File: src/rtl/sc_pkg.sv
// -----------------------------------------------------------------------------
// sc_pkg
// Shared definitions for the stochastic-stream to binary converter.
//   sc_state_t    : converter FSM state encoding
//   sc_window_len : window length in cycles for a given log2 window size
// -----------------------------------------------------------------------------
package sc_pkg;

    typedef enum logic [1:0] {
        ST_IDLE  = 2'd0,
        ST_COUNT = 2'd1,
        ST_DONE  = 2'd2
    } sc_state_t;

    localparam int unsigned SC_WINDOW_LOG2_MIN = 1;
    localparam int unsigned SC_WINDOW_LOG2_MAX = 16;

    function automatic int unsigned sc_window_len(input int unsigned log2);
        return 32'd1 << log2;
    endfunction

endpackage

File: src/rtl/sc_counter.sv
// -----------------------------------------------------------------------------
// sc_counter
// Up-counter with synchronous clear and count enable.
// Ports:
//   clk    : clock, rising edge
//   rst_b  : asynchronous active-low reset, clears count
//   clr    : synchronous clear, wins over en
//   en     : increment by one when high
//   count  : current count value
// -----------------------------------------------------------------------------
module sc_counter #(
    parameter int WIDTH = 4
) (
    input  logic             clk,
    input  logic             rst_b,
    input  logic             clr,
    input  logic             en,
    output logic [WIDTH-1:0] count
);

    always_ff @(posedge clk or negedge rst_b) begin
        if (!rst_b) begin
            count <= '0;
        end else if (clr) begin
            count <= '0;
        end else if (en) begin
            count <= count + WIDTH'(1);
        end
    end

endmodule

File: src/rtl/sc_stream_to_binary.sv
// -----------------------------------------------------------------------------
// sc_stream_to_binary
// Counts the ones in a stochastic bitstream over a window of 2^WINDOW_LOG2
// cycles and presents the count with a valid/ready handshake.
//
// state    | meaning
// ---------+--------------------------------------------------------------
// ST_IDLE  | waiting for start, value reads 0
// ST_COUNT | sampling bit_in for 2^WINDOW_LOG2 cycles, busy high
// ST_DONE  | holding result on value with out_valid until out_ready
//
// Ports:
//   clk       : clock, rising edge
//   rst       : asynchronous active-low reset
//   bit_in    : stochastic bitstream
//   start     : request a conversion window (honoured in IDLE, or DONE+ack)
//   abort     : synchronous cancel, highest priority
//   out_ready : consumer accepts the result
//   busy      : high while counting
//   out_valid : high while a result is held
//   value     : ones count of the last window, 0 otherwise
// -----------------------------------------------------------------------------
module sc_stream_to_binary
    import sc_pkg::*;
#(
    parameter int WINDOW_LOG2 = 4
) (
    input  logic                   clk,
    input  logic                   rst,
    input  logic                   bit_in,
    input  logic                   start,
    input  logic                   abort,
    input  logic                   out_ready,
    output logic                   busy,
    output logic                   out_valid,
    output logic [WINDOW_LOG2:0]   value
);

    localparam int CW = WINDOW_LOG2 + 1;
    localparam logic [WINDOW_LOG2-1:0] LAST_CYC =
        WINDOW_LOG2'(sc_window_len(WINDOW_LOG2) - 1);

    sc_state_t               state;
    logic [CW-1:0]           ones_q;
    logic [WINDOW_LOG2-1:0]  cyc_q;
    logic                    win_start;
    logic                    cnt_clr;
    logic                    in_count;
    logic                    last_sample;
    logic                    ones_en;

    always_comb begin
        in_count    = (state == ST_COUNT);
        win_start   = !abort && start &&
                      ((state == ST_IDLE) || ((state == ST_DONE) && out_ready));
        cnt_clr     = abort || win_start;
        last_sample = in_count && (cyc_q == LAST_CYC);
        ones_en     = in_count && bit_in;
    end

    sc_counter #(.WIDTH(CW)) u_ones_cnt (
        .clk   (clk),
        .rst_b (rst),
        .clr   (cnt_clr),
        .en    (ones_en),
        .count (ones_q)
    );

    // The cycle counter rolls over on the last sample; harmless, since every
    // new window clears it first.
    sc_counter #(.WIDTH(WINDOW_LOG2)) u_cyc_cnt (
        .clk   (clk),
        .rst_b (rst),
        .clr   (cnt_clr),
        .en    (in_count),
        .count (cyc_q)
    );

    always_ff @(posedge clk or negedge rst) begin
        if (!rst) begin
            state     <= ST_IDLE;
            busy      <= 1'b0;
            out_valid <= 1'b0;
            value     <= '0;
        end else if (abort) begin
            state     <= ST_IDLE;
            busy      <= 1'b0;
            out_valid <= 1'b0;
            value     <= '0;
        end else begin
            case (state)
                ST_IDLE: begin
                    if (start) begin
                        state <= ST_COUNT;
                        busy  <= 1'b1;
                    end
                end
                ST_COUNT: begin
                    if (last_sample) begin
                        // Last sample is folded in here rather than waiting
                        // for the counter, so DONE lands on the next cycle.
                        state     <= ST_DONE;
                        busy      <= 1'b0;
                        out_valid <= 1'b1;
                        value     <= ones_q + CW'(bit_in);
                    end
                end
                ST_DONE: begin
                    if (out_ready) begin
                        out_valid <= 1'b0;
                        value     <= '0;
                        if (start) begin
                            state <= ST_COUNT;
                            busy  <= 1'b1;
                        end else begin
                            state <= ST_IDLE;
                        end
                    end
                end
                default: begin
                    state     <= ST_IDLE;
                    busy      <= 1'b0;
                    out_valid <= 1'b0;
                    value     <= '0;
                end
            endcase
        end
    end

endmodule

File: config.mk
export PLATFORM = sky130hd
export DESIGN_NAME = sc_stream_to_binary
export DESIGN_NICKNAME = d
export VERILOG_FILES = /design/src/rtl/sc_pkg.sv /design/src/rtl/sc_counter.sv /design/src/rtl/sc_stream_to_binary.sv
export SDC_FILE = /design/constraint.sdc
export NUM_CORES = 1
export LEC_CHECK = 0
export BUFFER_PORTS_ARGS = -buffer_cell sky130_fd_sc_hd__buf_2
export CORE_ASPECT_RATIO = 0.75
export CORE_MARGIN = 1
export CORE_UTILIZATION = 35
export CTS_CLUSTER_SIZE = 28
export DETAILED_ROUTE_END_ITERATION = 8
export GPL_TIMING_DRIVEN = 1
export PLACE_DENSITY = 0.52
export SLEW_MARGIN = 25
export SYNTH_ARGS = -nofsm -noshare
export SYNTH_HDL_FRONTEND = slang
export SYNTH_SLANG_ARGS = --single-unit
File: constraint.sdc
create_clock -name clk -period 3.33 [get_ports clk]
set_input_delay 0.666 -clock clk [delete_from_list [all_inputs] [get_ports clk]]
set_output_delay 0.666 -clock clk [all_outputs]
set_load 0.1 [all_outputs]
== Yosys cells after proc, flatten, opt, wreduce, memory -nomap -nowiden ==
Index checks and enable logic that the tools add are counted.

* Register bits: 18
* Input bits: 6
* Output and inout port bits: 7
* Word-level logic and storage cells: 53

* Add/subtract/negate cells: 3
* Equality and inequality tests: 7
* Multiplexer cells: 23
* Reductions and logical operators: 14

{| class="wikitable"
|+ Operators with widths
! cell !! number
|-
| 5-bit 2-to-1 mux || 5
|-
| 5-bit case mux with 3 select lines || 1
|-
| 1-bit 2-to-1 mux || 8
|-
| 2-bit 2-to-1 mux || 4
|-
| 4-bit 2-to-1 mux || 2
|-
| 3-bit inequality test, second input constant || 2
|-
| 1-bit case mux with 3 select lines || 2
|-
| 2-bit case mux with 3 select lines || 1
|-
| 3-bit AND reduction || 2
|-
| 5-bit by 1-bit adder with 5-bit output || 1
|-
| 5-bit by 1-bit adder with 5-bit output, second input constant || 1
|-
| 1-bit logical AND || 5
|-
| 4-bit by 1-bit adder with 4-bit output, second input constant || 1
|-
| 4-bit == test, second input constant || 1
|-
| 2-bit nonzero test || 2
|-
| 3-bit by 2-bit inequality test with 1-bit output, second input constant || 1
|-
| 2-bit by 1-bit == test with 1-bit output, second input constant || 1
|-
| 2-bit == test, second input constant || 1
|-
| 2-bit zero test || 1
|-
| 1-bit logical OR || 2
|-
| 2-bit inequality test, second input constant || 1
|-
| 2-bit AND reduction || 1
|-
| 1-bit zero test || 1
|}

== Longest topological paths before layout ==
* Word-level depth: 6
* Gate-level depth with buffers: 5
* Gate-level depth less buffers: 5

== Hierarchy ==
A second synthesis with hierarchy kept.

* Cell total of the unflattened synthesis: 79
* Area total of the unflattened synthesis: 917.1 µm²

{| class="wikitable"
|+ By module, submodules not included
! module !! instances !! cells each !! area an instance (µm²) !! seq. area each (µm²)
|-
| sc_stream_to_binary || 1 || 41 || 471.7 || 225.2
|-
| sc_counter at u_ones_cnt || 1 || 22 || 252.7 || 125.1
|-
| sc_counter at u_cyc_cnt || 1 || 16 || 192.7 || 100.1
|}

== Worst setup path after synthesis ==
No wires, ideal clock.

* Path kind: reg2out
* From: register busy
* To: output port busy
* Arrival: 898 ps
* Required time: 2664 ps
* Path slack: 1766 ps
* Cell stages (with the launch flop): 1
* Path buffers: 0
* Cells stage by stage: dfrtp_1

{| class="wikitable"
|+ RTL lines
! item !! RTL line !! text
|-
| start: declaration || sc_stream_to_binary.sv:34 || <nowiki>output logic busy,</nowiki>
|-
| start signal: assignment || sc_stream_to_binary.sv:82 || <nowiki>busy <= 1'b0;</nowiki>
|-
| start signal: assignment || sc_stream_to_binary.sv:87 || <nowiki>busy <= 1'b0;</nowiki>
|-
| start signal: assignment || sc_stream_to_binary.sv:95 || <nowiki>busy <= 1'b1;</nowiki>
|}

No word-level cell between the ends.

== Worst setup path in the final report ==
* From: register value[0]
* To: output port value[0]

{| class="wikitable"
|+ RTL lines
! item !! RTL line !! text
|-
| start: declaration || sc_stream_to_binary.sv:36 || <nowiki>output logic [WINDOW_LOG2:0] value</nowiki>
|-
| start signal: assignment || sc_stream_to_binary.sv:105 || <nowiki>value <= ones_q + CW'(bit_in);</nowiki>
|}

No word-level cell between the ends.

==> run summary <==
syn nets = 90
Max-Cap Viols = 0
diode count = 0
core area = 2620 um^2
IO buf count = 12
Max Slew Vio Count = 0
post-DP HPWL = 1230 um
Min-Delay Path Class = in2async
synth unique cells = 30
critical path's slowest cell = buf_2
initial core utilization = 0.369
GRT Resource Usage Total = 0.124
CTS Buf Count = 3
Pleak = 0.000577 uW
global placement routability congestion = 0.693
root buffer cell = clkbuf_8
final count of hold timing violations = 0
setup TNS = 0 ps
first-pass GRT wire length = 2590 um
vias in the first global route = 544
layout cells sized above 1 = 0.272
measured slew at the worst slew-check pin = 513 ps
Clock Sinks = 18
area delta synth->final = 12.3%
Die Y-Extent = 47.5 um
DRT iter0 DRCs = 34
die width = 62.7 um
CP Data Arrival Time = 1020 ps
nets = 104
gr ovfl total = 0
CP bufs+invs = 1
fin crit period = 1690 ps
critical path class = reg2out
Vias/cell = 4.98
final worst-path cycle share = 0.508
Pwr Total = 432 uW
relative slew slack = 0.658
wire per inst = 12.4 um
CP cell instances = buf_2
outcome = complete, no violations
f_max = 0.591 GHz
Post-Syn Area per Cell = 12.1 um^2
die area = 2980 um^2
Yosys warning count = 0
placed cell areas = 1040 um^2
pin count of the biggest net entering global routing = 19
num rows = 16
CP Launch Type = register
worst endpoint required time = 2660 ps
cell accounting for the most synthesized area = dfrtp_1
Post-CTS Setup Inserts = 0
VDD IR max = 0.000154 V
htree depth = 1
post-synthesis instance total = 80
Synth Cell Area = 967 um^2
post-cts resize count = 0
crit-path max cell delay = 430 ps
worst skew pair latency = 250 ps
# DRC = 0
Vias = 637
total wire length = 1590 um
largest fanout on the critical path = 2
Final ANT Viol Nets = 0
initial antenna violation count = 0
final instance area = 1090 um^2
Critical Path End Type = output pin
share of the synthesized area in the top cell type = 0.466
Worst path top cell family by delay = buffers and inverters
#FFs+latches synth = 18
worst hold margin = 337 ps
CTS clk-pin slew, worst paths = 60 ps
Seq/Total Area, Yosys = 0.466
power density over the cells = 398 nW/um^2
placed insts = 125
skew final = 2.14 ps
Synth area leaders = dfrtp_1 47%, ha_1 5.2%, a22o_1 4.5%
First-pass DRT Iterations = 4
# fillers = 256
CTS tree = yes
Hold Buf Count CTS = 0
RSZ-0062 raised after global routing = false
Setup violations, final = 0
clock tree buffer depth = 2
Ports = 13
Non-Filler Instances = 128
cell usage in the layout, fill, tap and decap left out, types with 3 or more instances in the layout:
master / n
dfrtp_1: 18
buf_2: 12
a22o_1: 5
nor2_1: 7
or3_1: 3
clkbuf_8: 3
a31o_2: 3
ha_1: 4
nand2_1: 3
xor2_1: 5
nand3_1: 3
o21ai_0: 3
worst paths after layout:
kind,depth (start not counted),slack (ps),from,end
min reg2reg,1,470,out_valid,out_valid
min,1,340,rst,state[0]
min in group clk,1,470,out_valid,out_valid
max in group asynchronous,1,2710,rst,u_ones_cnt.count[4]
max reg2reg,4,1880,u_cyc_cnt.count[0],busy
max,1,1640,value[0],value[0]
per-stage QoR:
stage / setup slack [ps] / util
5_1_grt: 1580 / 0.414
2_1_floorplan: 1770 / -
3_3_place_gp: 1630 / 0.398
6_report: 1640 / 0.414
4_1_cts: 1630 / 0.414
3_5_place_dp: 1600 / 0.398
cell usage after synthesis:
master and n:
nand2b_4 1, o22a_1 1, nor2_1 7, xnor2_1 2, a31o_2 3, a21oi_1 2
and3_1 1, a21oi_2 1, nand2_1 3, buf_6 2, a211o_1 1, mux2i_1 2
ha_1 4, o21ai_0 3, nand4b_4 1, o31ai_4 1, nor3_4 1, o311a_1 1
inv_1 2, nand3_1 3, nand3b_1 1, nand3b_4 2, a22o_1 5, nor3_1 1
xor2_1 5, a21o_1 1, clkbuf_2 1, dfrtp_1 18, or3_1 3, nand2b_1 1
power by group:
group | total, uW | internal (uW) | switching (uW) | leakage [uW]
clock | 145 | 80.1 | 64.4 | 0.0000216
combinational | 54.5 | 17.8 | 36.8 | 0.000307
sequential | 233 | 224 | 9.35 | 0.000248
total | 432 | 322 | 111 | 0.000577
kinds of logic after synthesis:
logic type | count (synthesis) | share of synthesized area
simple gates | 25 | 0.197
compound gates | 19 | 0.166
buf+inv | 5 | 0.0362
mux | 2 | 0.0207
xor+xnor | 7 | 0.0634
flops | 18 | 0.466
fa+ha+maj | 4 | 0.0517
flip-flops by register name, summed over array words and instances (netlist names):
| register | cells |
|---|---|
| u_cyc_cnt.count | 4 |
| busy | 1 |
| state | 2 |
| u_ones_cnt.count | 5 |
| out_valid | 1 |
| value | 5 |
area by class of cell:
| cell class | count | area (um^2) | share of cell area |
|---|---|---|---|
| inverter | 2 | 7.51 | 0.00691 |
| timing repair buffer | 12 | 60.1 | 0.0553 |
| multi-input combinational | 57 | 482 | 0.444 |
| clock buffer | 3 | 41.3 | 0.0380 |
| sequential | 18 | 450 | 0.415 |
| tap | 36 | 45.0 | 0.0415 |
routing by layer:
layer / GRT usage / part of all wire / vias to the layer above / wire length (um)
met2: 0.193 / 0.44 / 14 / 691
li1: - / - / 316 / -
met5: 0 / 0 / - / 0
met1: 0.155 / 0.50 / 305 / 790
met4: 0.0419 / 0.0050 / 0 / 8
met3: 0.0571 / 0.059 / 2 / 94
Power figures use the tool's default switching activity.
